`src/rtl/shift_pipe.sv`:
```
`default_nettype none
// ============================================================================
// Module      : shift_pipe
// Description : Pipelined logarithmic barrel shifter / rotator.
//               SRL, SRA, SLL, ROR and ROL on a WIDTH-bit operand, with the
//               SHW = log2(WIDTH) shift levels spread over STAGES registers.
//               Left operations are done by bit-reversing on entry and on
//               exit, so the core only ever shifts right.
//               Flow control is valid/ready with a global stall, plus a
//               flush that empties the pipe.
// Ports       : i_clk, i_rst (sync, active-high)
//               i_valid / o_ready          : input handshake
//               i_data, i_shamt, i_mode    : operand, amount, operation
//                                            (000 SRL, 001 SRA, 010 SLL,
//                                             011 ROR, 100 ROL, else -> 0)
//               i_tag                      : sideband returned with result
//               i_flush                    : drop everything in flight
//               o_valid / i_ready          : output handshake
//               o_data, o_tag              : result and its tag
// Revision    : 1.0 - initial release
// ============================================================================
module shift_pipe #(
  parameter  int WIDTH  = 32,
  parameter  int STAGES = 2,
  parameter  int TAG_W  = 5,
  localparam int SHW    = $clog2(WIDTH)
) (
  input  logic             i_clk,
  input  logic             i_rst,
  input  logic             i_valid,
  output logic             o_ready,
  input  logic [WIDTH-1:0] i_data,
  input  logic [SHW-1:0]   i_shamt,
  input  logic [2:0]       i_mode,
  input  logic [TAG_W-1:0] i_tag,
  input  logic             i_flush,
  output logic             o_valid,
  input  logic             i_ready,
  output logic [WIDTH-1:0] o_data,
  output logic [TAG_W-1:0] o_tag
);

  localparam logic [2:0] c_mode_srl = 3'b000;
  localparam logic [2:0] c_mode_sra = 3'b001;
  localparam logic [2:0] c_mode_sll = 3'b010;
  localparam logic [2:0] c_mode_ror = 3'b011;
  localparam logic [2:0] c_mode_rol = 3'b100;
  localparam int         c_last     = STAGES - 1;

  if ((WIDTH < 8) || (WIDTH > 64) || ((1 << SHW) != WIDTH) ||
      (STAGES < 1) || (STAGES > SHW)) begin : g_bad_params
    $error("shift_pipe: unsupported WIDTH/STAGES combination");
  end

  // --------------------------------------------------------------------------
  // Helpers
  // --------------------------------------------------------------------------
  function automatic logic is_left(input logic [2:0] mode);
    return (mode == c_mode_sll) || (mode == c_mode_rol);
  endfunction

  function automatic logic is_rotate(input logic [2:0] mode);
    return (mode == c_mode_ror) || (mode == c_mode_rol);
  endfunction

  function automatic logic is_reserved(input logic [2:0] mode);
    return mode > c_mode_rol;
  endfunction

  function automatic logic [WIDTH-1:0] bit_rev(input logic [WIDTH-1:0] x);
    logic [WIDTH-1:0] r;
    for (int i = 0; i < WIDTH; i++) begin
      r[i] = x[WIDTH-1-i];
    end
    return r;
  endfunction

  // One right-shift level by amt (amt < WIDTH). Vacated top bits take either
  // the bits that fell off the bottom (rotate) or the fill bit.
  function automatic logic [WIDTH-1:0] shift_level(input logic [WIDTH-1:0] x,
                                                   input int               amt,
                                                   input logic             rotate,
                                                   input logic             fill);
    logic [WIDTH-1:0] top_mask;
    top_mask = ~({WIDTH{1'b1}} >> amt);
    if (rotate) begin
      return (x >> amt) | (x << (WIDTH - amt));
    end
    return (x >> amt) | (fill ? top_mask : '0);
  endfunction

  // Combinational part of one register stage: the levels mapped onto this
  // stage, then (last stage only) the exit transform.
  function automatic logic [WIDTH-1:0] stage_compute(input logic [WIDTH-1:0] x,
                                                     input logic [SHW-1:0]   shamt,
                                                     input logic [2:0]       mode,
                                                     input logic             sign,
                                                     input int               stage);
    logic [WIDTH-1:0] y;
    y = x;
    for (int j = 0; j < SHW; j++) begin
      if (((j * STAGES) / SHW == stage) && shamt[j]) begin
        y = shift_level(y, 1 << j, is_rotate(mode), (mode == c_mode_sra) && sign);
      end
    end
    if (stage == c_last) begin
      if (is_reserved(mode)) begin
        y = '0;
      end else if (is_left(mode)) begin
        y = bit_rev(y);
      end
    end
    return y;
  endfunction

  // --------------------------------------------------------------------------
  // Stage registers; the last stage's data/tag are the output registers
  // --------------------------------------------------------------------------
  logic [WIDTH-1:0]  r_data_q  [STAGES];
  logic [SHW-1:0]    r_shamt_q [STAGES];
  logic [2:0]        r_mode_q  [STAGES];
  logic [TAG_W-1:0]  r_tag_q   [STAGES];
  logic              r_sign_q  [STAGES];
  logic [STAGES-1:0] r_valid_q;

  logic [WIDTH-1:0]  w_data_d  [STAGES];
  logic [SHW-1:0]    w_shamt_d [STAGES];
  logic [2:0]        w_mode_d  [STAGES];
  logic [TAG_W-1:0]  w_tag_d   [STAGES];
  logic              w_sign_d  [STAGES];
  logic [STAGES-1:0] w_valid_d;
  logic              w_advance;

  // Global stall: the whole pipe moves only when the output slot frees up.
  assign o_valid   = r_valid_q[c_last];
  assign o_ready   = !(o_valid && !i_ready);
  assign w_advance = o_ready;
  assign o_data    = r_data_q[c_last];
  assign o_tag     = r_tag_q[c_last];

  always_comb begin
    // Entry stage: left operations are mirrored so the core shifts right.
    // The sign bit is taken from the untouched operand and travels with it.
    w_data_d[0]  = stage_compute(is_left(i_mode) ? bit_rev(i_data) : i_data,
                                 i_shamt, i_mode, i_data[WIDTH-1], 0);
    w_shamt_d[0] = i_shamt;
    w_mode_d[0]  = i_mode;
    w_tag_d[0]   = i_tag;
    w_sign_d[0]  = i_data[WIDTH-1];
    w_valid_d[0] = i_valid;
    for (int s = 1; s < STAGES; s++) begin
      w_data_d[s]  = stage_compute(r_data_q[s-1], r_shamt_q[s-1], r_mode_q[s-1],
                                   r_sign_q[s-1], s);
      w_shamt_d[s] = r_shamt_q[s-1];
      w_mode_d[s]  = r_mode_q[s-1];
      w_tag_d[s]   = r_tag_q[s-1];
      w_sign_d[s]  = r_sign_q[s-1];
      w_valid_d[s] = r_valid_q[s-1];
    end
  end

  always_ff @(posedge i_clk) begin
    if (i_rst) begin
      r_valid_q        <= '0;
      r_data_q[c_last] <= '0;
      r_tag_q[c_last]  <= '0;
    end else begin
      // Flush wins over stall; an input offered with the flush is dropped.
      if (i_flush) begin
        r_valid_q <= '0;
      end else if (w_advance) begin
        r_valid_q <= w_valid_d;
      end
      if (w_advance) begin
        for (int s = 0; s < STAGES; s++) begin
          r_shamt_q[s] <= w_shamt_d[s];
          r_mode_q[s]  <= w_mode_d[s];
          r_sign_q[s]  <= w_sign_d[s];
        end
        for (int s = 0; s < c_last; s++) begin
          r_data_q[s] <= w_data_d[s];
          r_tag_q[s]  <= w_tag_d[s];
        end
        // Output registers change only when a real result moves in.
        if (w_valid_d[c_last] && !i_flush) begin
          r_data_q[c_last] <= w_data_d[c_last];
          r_tag_q[c_last]  <= w_tag_d[c_last];
        end
      end
    end
  end

endmodule
`default_nettype wire

```
`config.mk`:
```
export PLATFORM = sky130hd
export DESIGN_NAME = shift_pipe
export DESIGN_NICKNAME = d
export VERILOG_FILES = /design/src/rtl/shift_pipe.sv
export SDC_FILE = /design/constraint.sdc
export NUM_CORES = 1
export LEC_CHECK = 0
export CAP_MARGIN = 20
export CORE_MARGIN = 2
export CORE_UTILIZATION = 50
export DETAILED_ROUTE_END_ITERATION = 6
export GPL_ROUTABILITY_DRIVEN = 0
export GPL_TIMING_DRIVEN = 1
export HOLD_SLACK_MARGIN = 0.03
export PLACE_DENSITY = 0.77
export SLEW_MARGIN = 10
export SYNTH_ARGS = -nofsm -noshare
export SYNTH_HDL_FRONTEND = slang
export SYNTH_SLANG_ARGS = --single-unit
```
`constraint.sdc`:
```
create_clock -name i_clk -period 2.84 [get_ports i_clk]
set_input_delay 0.284 -clock i_clk [delete_from_list [all_inputs] [get_ports i_clk]]
set_output_delay 0.284 -clock i_clk [all_outputs]
set_load 0.03 [all_outputs]
```
### Word-level counts from Yosys, hierarchy flattened

Memory sizes are Yosys's and may differ from the RTL's.
Cells that the tools add are included.

* register bits after elaboration: 2
* bits in writable memories: 92
* bits of input ports: 50
* output and inout port bits: 39
* logic and storage cells: 80
* memories: 5

Memories
* r_data_q: depth 2, bits a word 32, rd ports 2, clocked after Yosys merged registers in 0, wr ports 2, line 119 `logic [WIDTH-1:0] r_data_q [STAGES];`
* r_shamt_q: depth 2, bits a word 5, rd ports 1, clocked after Yosys merged registers in 0, wr ports 2, line 120 `logic [SHW-1:0] r_shamt_q [STAGES];`
* r_tag_q: depth 2, bits a word 5, rd ports 2, clocked after Yosys merged registers in 0, wr ports 2, line 122 `logic [TAG_W-1:0] r_tag_q [STAGES];`
* r_mode_q: depth 2, bits a word 3, rd ports 1, clocked after Yosys merged registers in 0, wr ports 2, line 121 `logic [2:0] r_mode_q [STAGES];`
* r_sign_q: depth 2, bits a word 1, rd ports 1, clocked after Yosys merged registers in 0, wr ports 2, line 123 `logic r_sign_q [STAGES];`

* magnitude comparators: 1
* equality and inequality tests: 8
* muxes and demuxes: 41
* bitwise operators: 12
* reductions and logical operators: 12

Operator list (count)
* 32-bit 2-to-1 mux: 24
* 16-bit by 32-bit OR with 32-bit output: 2
* 24-bit by 32-bit OR with 32-bit output: 2
* 28-bit by 32-bit OR with 32-bit output: 2
* 30-bit by 32-bit OR with 32-bit output: 2
* 31-bit by 32-bit OR with 32-bit output: 2
* 1-bit 2-to-1 mux: 16
* 3-bit by 2-bit equality test with 1-bit output (second input constant): 4
* 3-bit by 1-bit equality test with 1-bit output (second input constant): 2
* 3-bit equality test (second input constant): 2
* 5-bit 2-to-1 mux: 1
* 1-bit logical AND: 4
* 1-bit logical OR: 4
* 3-bit greater-than comparator (second input constant): 1
* 1-bit logical NOT: 3
* 1-bit OR: 2
* 2-bit OR reduction: 1

### Depth between registers and ports, before layout

Gate-level depths: netlist (run 1).

* depth after elaboration: 15
* gate-level depth with buffers: 7
* gate-level depth less buffers: 5

### Worst setup path after synthesis (run 1)

No wires, ideal clock.

* path kind: reg-to-reg
* start: reg r_valid_q[1]
* end: mem r_data_q[1][0] (enable)
* setup time: 0.439 ns
* arrival: 2.694 ns
* required time: 2.401 ns
* slack: -0.293 ns
* stages on the path, launching flop included: 5
* period minus slack after synthesis: 3.133 ns
* path through: dfxtp_1 -> nor2b_1 -> inv_1 -> nand2_1 -> o21bai_1

RTL lines
* from (decl): line 124 `logic [STAGES-1:0] r_valid_q;`
* from (signal assigned): line 172 `r_valid_q <= w_valid_d;`
* to (decl): line 119

==> qor.yml, run 1 <==
global_routing:
  grtUsageMet2_pct: 40.91
  overflow: 0
  top_usage_layer: "met2"
  met1_usage_pct: 31.92
  grt_pass1_vias: 5051
  grt_pass1_wl_um: 25590
  track_usage_pct: 24.96
  grt_util_met3_pct: 4.091
  grt_max_degree: 44
  antenna_found_initial: 0
min_path:
  hold_path.class: "input port to flop"
  hold_start: "i_tag[0]"
  min_delay_path_depth: 1
  whs_endpoint: "r_tag_q[0][0]$_DFFE_PP_"
setup_path:
  critical_path.max_fanout: 11
  cp.arrival_ns: 2.45
  worst_setup_path_end_kind: "flop"
  start_kind: "input port"
  rr_startpoint: "r_shamt_q[0][3]$_DFFE_PP_"
  r2r_slack_ns: 0.52
  r2r_cells: 5
  r2r_end: "r_data_q[1][3]$_SDFFCE_PN0P_"
  worstSetupPathType: "input port to flop"
  cp.required_ns: 2.92
floorplanning:
  core_area_um2: 11910
  fp.dieW_um: 114.0
  core.rowCount: 40
  die_y_um: 114.0
  dieArea_um2: 12990
  start_util_pct: 50.77
  ios: 89
route:
  first_iter_violations: 481
  wl_per_cell_um: 20.08
  drtAntennaViolNets: 0
  vias: 5223
  wirelength_um: 15850
  via_per_inst: 6.620
  drc: 0
  dr.pass1.iters: 5
final_layout:
  nFillCells: 931
  nNetsFinal: 687
  area_growth_pct: 23.46
  final_util_pct: 62.68
  antenna_cells: 0
  drive_gt1_share_pct: 14.80
  fin_cells: 789
synth:
  synth_common_cells: "edfxtp_1, nand2_1, mux2i_1"
  synthMuxAreaShare_pct: 25.51
  syn_area_per_cell_um2: 10.88
  synthCells: 556
  yosysSeqAreaShare_pct: 40.39
  ys_seq_elements: 82
  synth_most_common_cell: "edfxtp_1"
  synth_ff_type: "edfxtp_1"
  yosys.area_share.adder_pct: 0
  synth_top_area_share_pct: 39.73
  synth_async_sr_flop_share_pct: 0
  synth_top_family_by_area: "multiplexers"
  syn-num-nets: 606
  synth_edf_count: 80
  yosysWarnings: 0
  synthSimpleGateAreaFrac_pct: 11.48
  synthXorXnorAreaFrac_pct: 1.055
  syn_area_um2: 6047
  synth.distinct_cells: 58
  synth_compound_area_share_pct: 17.79
  synth_top_cell_by_area: "edfxtp_1"
  yosys-top-cells-area: "edfxtp_1, mux2i_1, mux4_2"
pwr:
  power.density_nw_per_um2: 495.7
  vdd_ir_drop_max_mv: 0.2762
  power_leakage_nw: 2.761
clocking:
  clkLatencyLatePin_ns: 0.35
  cts_inserted_buffers: 9
  clk_pin_slew_worst_paths_ns: 0.06
  h-tree-depth: 3
  postCtsResizedCells: 0
  hold_buffers: 0
  clk_path_buf_depth: 2
  cts-root-buf: "clkbuf_16"
  tritoncts: "yes"
  postCtsSetupBuffers: 0
  clock_sinks: 82
sta:
  skew_ns: 0.008118
  setup_tns_ns: 0
  hold_viol: 0
  worst_slew_pin_slew_ns: 0.7286
  min_period_ns: 2.374
  clock.fmax_mhz: 421.2
  period_share_pct: 83.60
  report.final.slew_viol_count: 0
  fin_hold_ws_ns: 0.4909
  slew_headroom_pct: 51.38
  rsz0062_at_grt: "false"
  finalSetupViolCount: 0
placement:
  placed_cells: 773
  dp_hpwl_um: 11800
  io_buffers: 88
run_status:
  outcome: "finished clean"
job:
  maxCapViolations: 0
final cells by class:
class	count	area (um^2)	area share [%]
clock buffers	9	225.2	3.017
clock inverters	7	100.1	1.341
inverters	6	22.52	0.3017
multi-input cells	422	3388	45.38
flip-flops and latches	82	2442	32.71
well taps	147	183.9	2.464
repair buffers	116	1104	14.78
sequential cells by signal, summed over array words and instances, names as in the netlist:
| name | count |
|---|---|
| r_sign_q | 1 |
| r_valid_q | 2 |
| r_tag_q | 10 |
| r_mode_q | 3 |
| r_shamt_q | 2 |
| r_data_q | 64 |
layout by cell type (no fill, tap or decap), drive strengths merged, types with 3 or more instances in the layout:
| master | Yosys | layout |
|---|---|---|
| nand2 | 63 | 63 |
| nand2b | 4 | 4 |
| and3b | 3 | 3 |
| a21oi | 45 | 45 |
| and2 | 7 | 7 |
| nor3 | 5 | 5 |
| mux2 | 19 | 19 |
| nor2 | 25 | 25 |
| mux4 | 31 | 31 |
| clkbuf | 28 | 9 |
| o22a | 8 | 8 |
| a31oi | 10 | 10 |
| o211ai | 9 | 9 |
| o21ai | 24 | 24 |
| clkdlybuf4s50 | 0 | 88 |
| a22oi | 14 | 14 |
| inv | 5 | 7 |
| a21o | 11 | 11 |
| o22ai | 28 | 28 |
| nand3b | 11 | 11 |
| o32ai | 4 | 4 |
| nor2b | 5 | 5 |
| buf | 18 | 28 |
| a221oi | 3 | 3 |
| mux2i | 60 | 60 |
| nand3 | 8 | 8 |
| edfxtp | 80 | 80 |
| clkinv | 1 | 3 |
cells by family (layout without fill, tap and decap cells):
logic type             after synthesis  count (layout)
XOR/XNOR                             3               3
buffers and inverters               52             138
AND/OR/NAND/NOR                    140             140
multiplexers                       110             110
AO/OA/AOI/OAI                      169             169
flip-flops                          82              82
layer usage:
metal / up-vias / share of wire, %
met5: - / 0
li1: 2360 / -
met4: 0 / 4.2
met1: 2525 / 39
met2: 290 / 50
met3: 48 / 6.9
critical path, stage by stage:
cell	delay, ns
clkdlybuf4s50_1	0.58
xnor2_4	0.24
nor2_4	0.20
buf_12	0.18
mux4_2	0.55
a21oi_1	0.27
mux2i_1	0.14
worst max path at each step:
stage | start | to | slack (ns) | cells past startpoint
final | i_mode[1] | r_data_q[0][2]$_DFFE_PP_ | 0.47 | 7
after global routing | r_shamt_q[0][3]$_DFFE_PP_ | r_data_q[1][3]$_SDFFCE_PN0P_ | 0.33 | 5
after CTS | i_mode[1] | r_data_q[0][2]$_DFFE_PP_ | 0.50 | 7
after detailed placement | i_mode[1] | r_data_q[0][1]$_DFFE_PP_ | 0.11 | 7
after global placement | i_mode[1] | r_data_q[0][1]$_DFFE_PP_ | 0.12 | 7
after floorplan | r_valid_q[1]$_SDFFE_PP0N_ | r_data_q[1][0]$_SDFFCE_PN0P_ | 0.46 | 4
power breakdown:
part,internal (W),switching (W),total [W],leakage [nW]
sequential,0.00144,0.0000819,0.00152,0.817
combinational,0.000424,0.000503,0.000927,1.79
clock,0.000777,0.000475,0.00125,0.156
total,0.00264,0.00106,0.00370,2.76
metrics by stage:
stage,cell area (um^2),worst slack (ns),power (W)
after floorplan,6053,0.4644,0.002128
after global placement,7141,0.1158,0.002420
after detailed placement,7141,0.1051,0.002449
after CTS,7466,0.5049,0.003702
after global routing,7466,0.3304,0.003855
final,7466,0.4657,0.003701
Power figures use the tool's default switching activity.
==> run 2: changes to the inputs <==
--- a/config.mk
+++ b/config.mk
@@ -7,12 +7,12 @@
 export LEC_CHECK = 0
 export CAP_MARGIN = 20
 export CORE_MARGIN = 2
-export CORE_UTILIZATION = 50
+export CORE_UTILIZATION = 55
 export DETAILED_ROUTE_END_ITERATION = 6
 export GPL_ROUTABILITY_DRIVEN = 0
 export GPL_TIMING_DRIVEN = 1
 export HOLD_SLACK_MARGIN = 0.03
-export PLACE_DENSITY = 0.77
+export PLACE_DENSITY = 0.81
 export SLEW_MARGIN = 10
 export SYNTH_ARGS = -nofsm -noshare
 export SYNTH_HDL_FRONTEND = slang
==> constraint.sdc (replaced) <==
create_clock -name i_clk -period 2.3 [get_ports i_clk]
set_input_delay 0.23 -clock i_clk [delete_from_list [all_inputs] [get_ports i_clk]]
set_output_delay 0.23 -clock i_clk [all_outputs]
set_load 0.03 [all_outputs]
==> run 2 against run 1 <==
  * Hold slack got worse by 0.071 ns
  * Sequential share of layout area decreased by 0.26 points
  * Wire length decreased by 3.9%
  * Sequential power increased by 23%
  * Largest cell class unchanged
  * Critical path depth increased by 1
  * Global-route usage increased by 1.8 points
  * Clock power decreased by 22%
  * Worst setup slack got worse by 0.33 ns
==> qor.yml, run 2 (same netlist as run 1, synthesis figures left out) <==
setup_path:
  cp.arrival_ns: 2.28
  cp.required_ns: 2.41
  critical_path.max_fanout: 11
  r2r_cells: 5
  path_delay_family: "buffers and inverters"
  worstSetupPathType: "input port to flop"
  rr_startpoint: "r_mode_q[0][0]$_DFFE_PP_"
  r2r_slack_ns: 0.30
  start_kind: "input port"
  worstPathCellList: "clkdlybuf4s50_1 -> buf_4 -> xnor2_4 -> nor2_4 -> buf_12 -> mux4_2 -> a22oi_1 -> nand3_1"
  cpPeakStageDelay_ns: 0.54
  r2r_end: "r_data_q[1][0]$_SDFFCE_PN0P_"
  crit_buf_inv: 3
  critPathSlowestCell: "mux4_2"
  worst_setup_path_end_kind: "flop"
final_layout:
  regMostFlops: "r_data_q"
  seq_area_um2: 2442
  layout_common_cells: "clkdlybuf4s50_1, edfxtp_1, nand2_1"
  largestRegisters: "r_data_q x64, r_tag_q x10, r_mode_q x3"
  largest_register_ffs: 64
  multi_input_area_um2: 3396
  final_common_cell: "clkdlybuf4s50_1"
  drive_gt1_share_pct: 17.07
  final_util_pct: 69.72
  fin_cells: 802
  nFillCells: 814
  antenna_cells: 0
  nNetsFinal: 707
  area_growth_pct: 24.44
min_path:
  min_delay_path_depth: 1
  hold_path.class: "input port to flop"
  hold_start: "i_tag[1]"
  whs_endpoint: "r_tag_q[0][1]$_DFFE_PP_"
floorplanning:
  start_util_pct: 56.03
  die_y_um: 108.9
  core.rowCount: 38
  fp.dieW_um: 108.9
  ios: 89
  core_area_um2: 10790
  dieArea_um2: 11850
clocking:
  h-tree-depth: 3
  hold_buffers: 0
  cts_inserted_buffers: 9
  postCtsResizedCells: 0
  clk_path_buf_depth: 2
  postCtsSetupBuffers: 0
  clkLatencyLatePin_ns: 0.36
  tritoncts: "yes"
  clock_sinks: 82
  clk_pin_slew_worst_paths_ns: 0.07
  cts-root-buf: "clkbuf_8"
run_status:
  outcome: "finished clean"
sta:
  slew_headroom_pct: 33.95
  clock.fmax_mhz: 461.9
  period_share_pct: 94.14
  rsz0062_at_grt: "false"
  skew_ns: 0.005267
  hold_viol: 0
  report.final.slew_viol_count: 0
  min_period_ns: 2.165
  finalSetupViolCount: 0
  worst_slew_pin_slew_ns: 0.9881
job:
  maxCapViolations: 0
pwr:
  comb_power_share_pct: 29.4
  power.density_nw_per_um2: 534.9
  power_leakage_nw: 2.807
  p_int_w: 0.002826
  clockPowerShare_pct: 24.1
  p_sw_w: 0.001198
  p_seq_share_pct: 46.5
  vdd_ir_drop_max_mv: 0.3199
  switching_share_pct: 29.78
global_routing:
  overflow: 0
  grt_pass1_wl_um: 24290
  antenna_found_initial: 0
  grt_pass1_vias: 4859
  track_usage_pct: 26.78
  grt_max_degree: 44
route:
  wirelength_um: 15230
  drtAntennaViolNets: 0
  drc: 0
  first_iter_violations: 321
  wl_per_cell_um: 18.99
  via_per_inst: 6.551
  vias: 5254
  dr.pass1.iters: 5
placement:
  placed_cells: 786
  dp_hpwl_um: 11610
  io_buffers: 88
run 2: cell count changes in the layout (fill, tap and decap cells not counted), sizes merged:
cell      previous run  this run
clkbuf               9        10
clkinv               3         4
inv                  7         5
bufinv               2         1
buf                 28        48
clkinvlp             1         2
run 2: area by class of cell:
class | instances | area share (%)
Clock inverter | 6 | 0.7649
Inverter | 6 | 0.2993
Tap cell | 140 | 2.328
Timing Repair Buffer | 136 | 17.33
Multi-Input combinational cell | 422 | 45.13
Clock buffer | 10 | 1.696
Sequential cell | 82 | 32.46
run 2: through the flow:
stage / instance area, um^2 / total power, W / setup WS, ns / hold slack [ns] / setup TNS (ns)
after floorplan: 6061 / 0.002628 / 0.1574 / 0.3068 / 0
after detailed placement: 7340 / 0.003059 / -0.2344 / 0.5026 / -5.516
after CTS: 7525 / 0.004026 / 0.1543 / 0.4011 / 0
after global placement: 7340 / 0.003018 / -0.1806 / 0.5013 / -4.582
final: 7525 / 0.004025 / 0.1348 / 0.4195 / 0
after global routing: 7525 / 0.004202 / 0.04705 / 0.4049 / 0
run 2: worst max path at each step:
stage	from	endpoint	slack, ns	depth (start not counted)
6_report	i_mode[2]	r_data_q[0][10]$_DFFE_PP_	0.13	8
5_1_grt	i_mode[2]	r_data_q[0][1]$_DFFE_PP_	0.05	8
4_1_cts	i_mode[2]	r_data_q[0][17]$_DFFE_PP_	0.15	7
3_5_place_dp	i_mode[2]	r_data_q[0][16]$_DFFE_PP_	-0.23	8
3_3_place_gp	i_mode[2]	r_data_q[0][10]$_DFFE_PP_	-0.18	8
2_1_floorplan	r_valid_q[1]$_SDFFE_PP0N_	r_data_q[0][0]$_DFFE_PP_	0.16	2
run 2: per-layer routing:
| metal | wire (um) | global-route usage (%) | share of wire (%) | vias to the layer above |
|---|---|---|---|---|
| met2 | 7577 | 45.71 | 50 | 314 |
| met5 | 0 | 0 | 0 | - |
| li1 | - | - | - | 2411 |
| met4 | 694 | 14.93 | 4.6 | 0 |
| met1 | 5760 | 32.94 | 38 | 2477 |
| met3 | 1199 | 3.467 | 7.9 | 52 |
run 2: power by group through the flow:
| stage | Clock, W | Sequential, W | Combinational (W) |
|---|---|---|---|
| finish | 0.000971 | 0.00187 | 0.00118 |
| global route | 0.00106 | 0.00188 | 0.00127 |
| CTS | 0.000997 | 0.00186 | 0.00117 |
| detailed placement | 0 | 0.00190 | 0.00116 |
| global placement | 0 | 0.00189 | 0.00113 |
| floorplan | 0 | 0.00193 | 0.000698 |
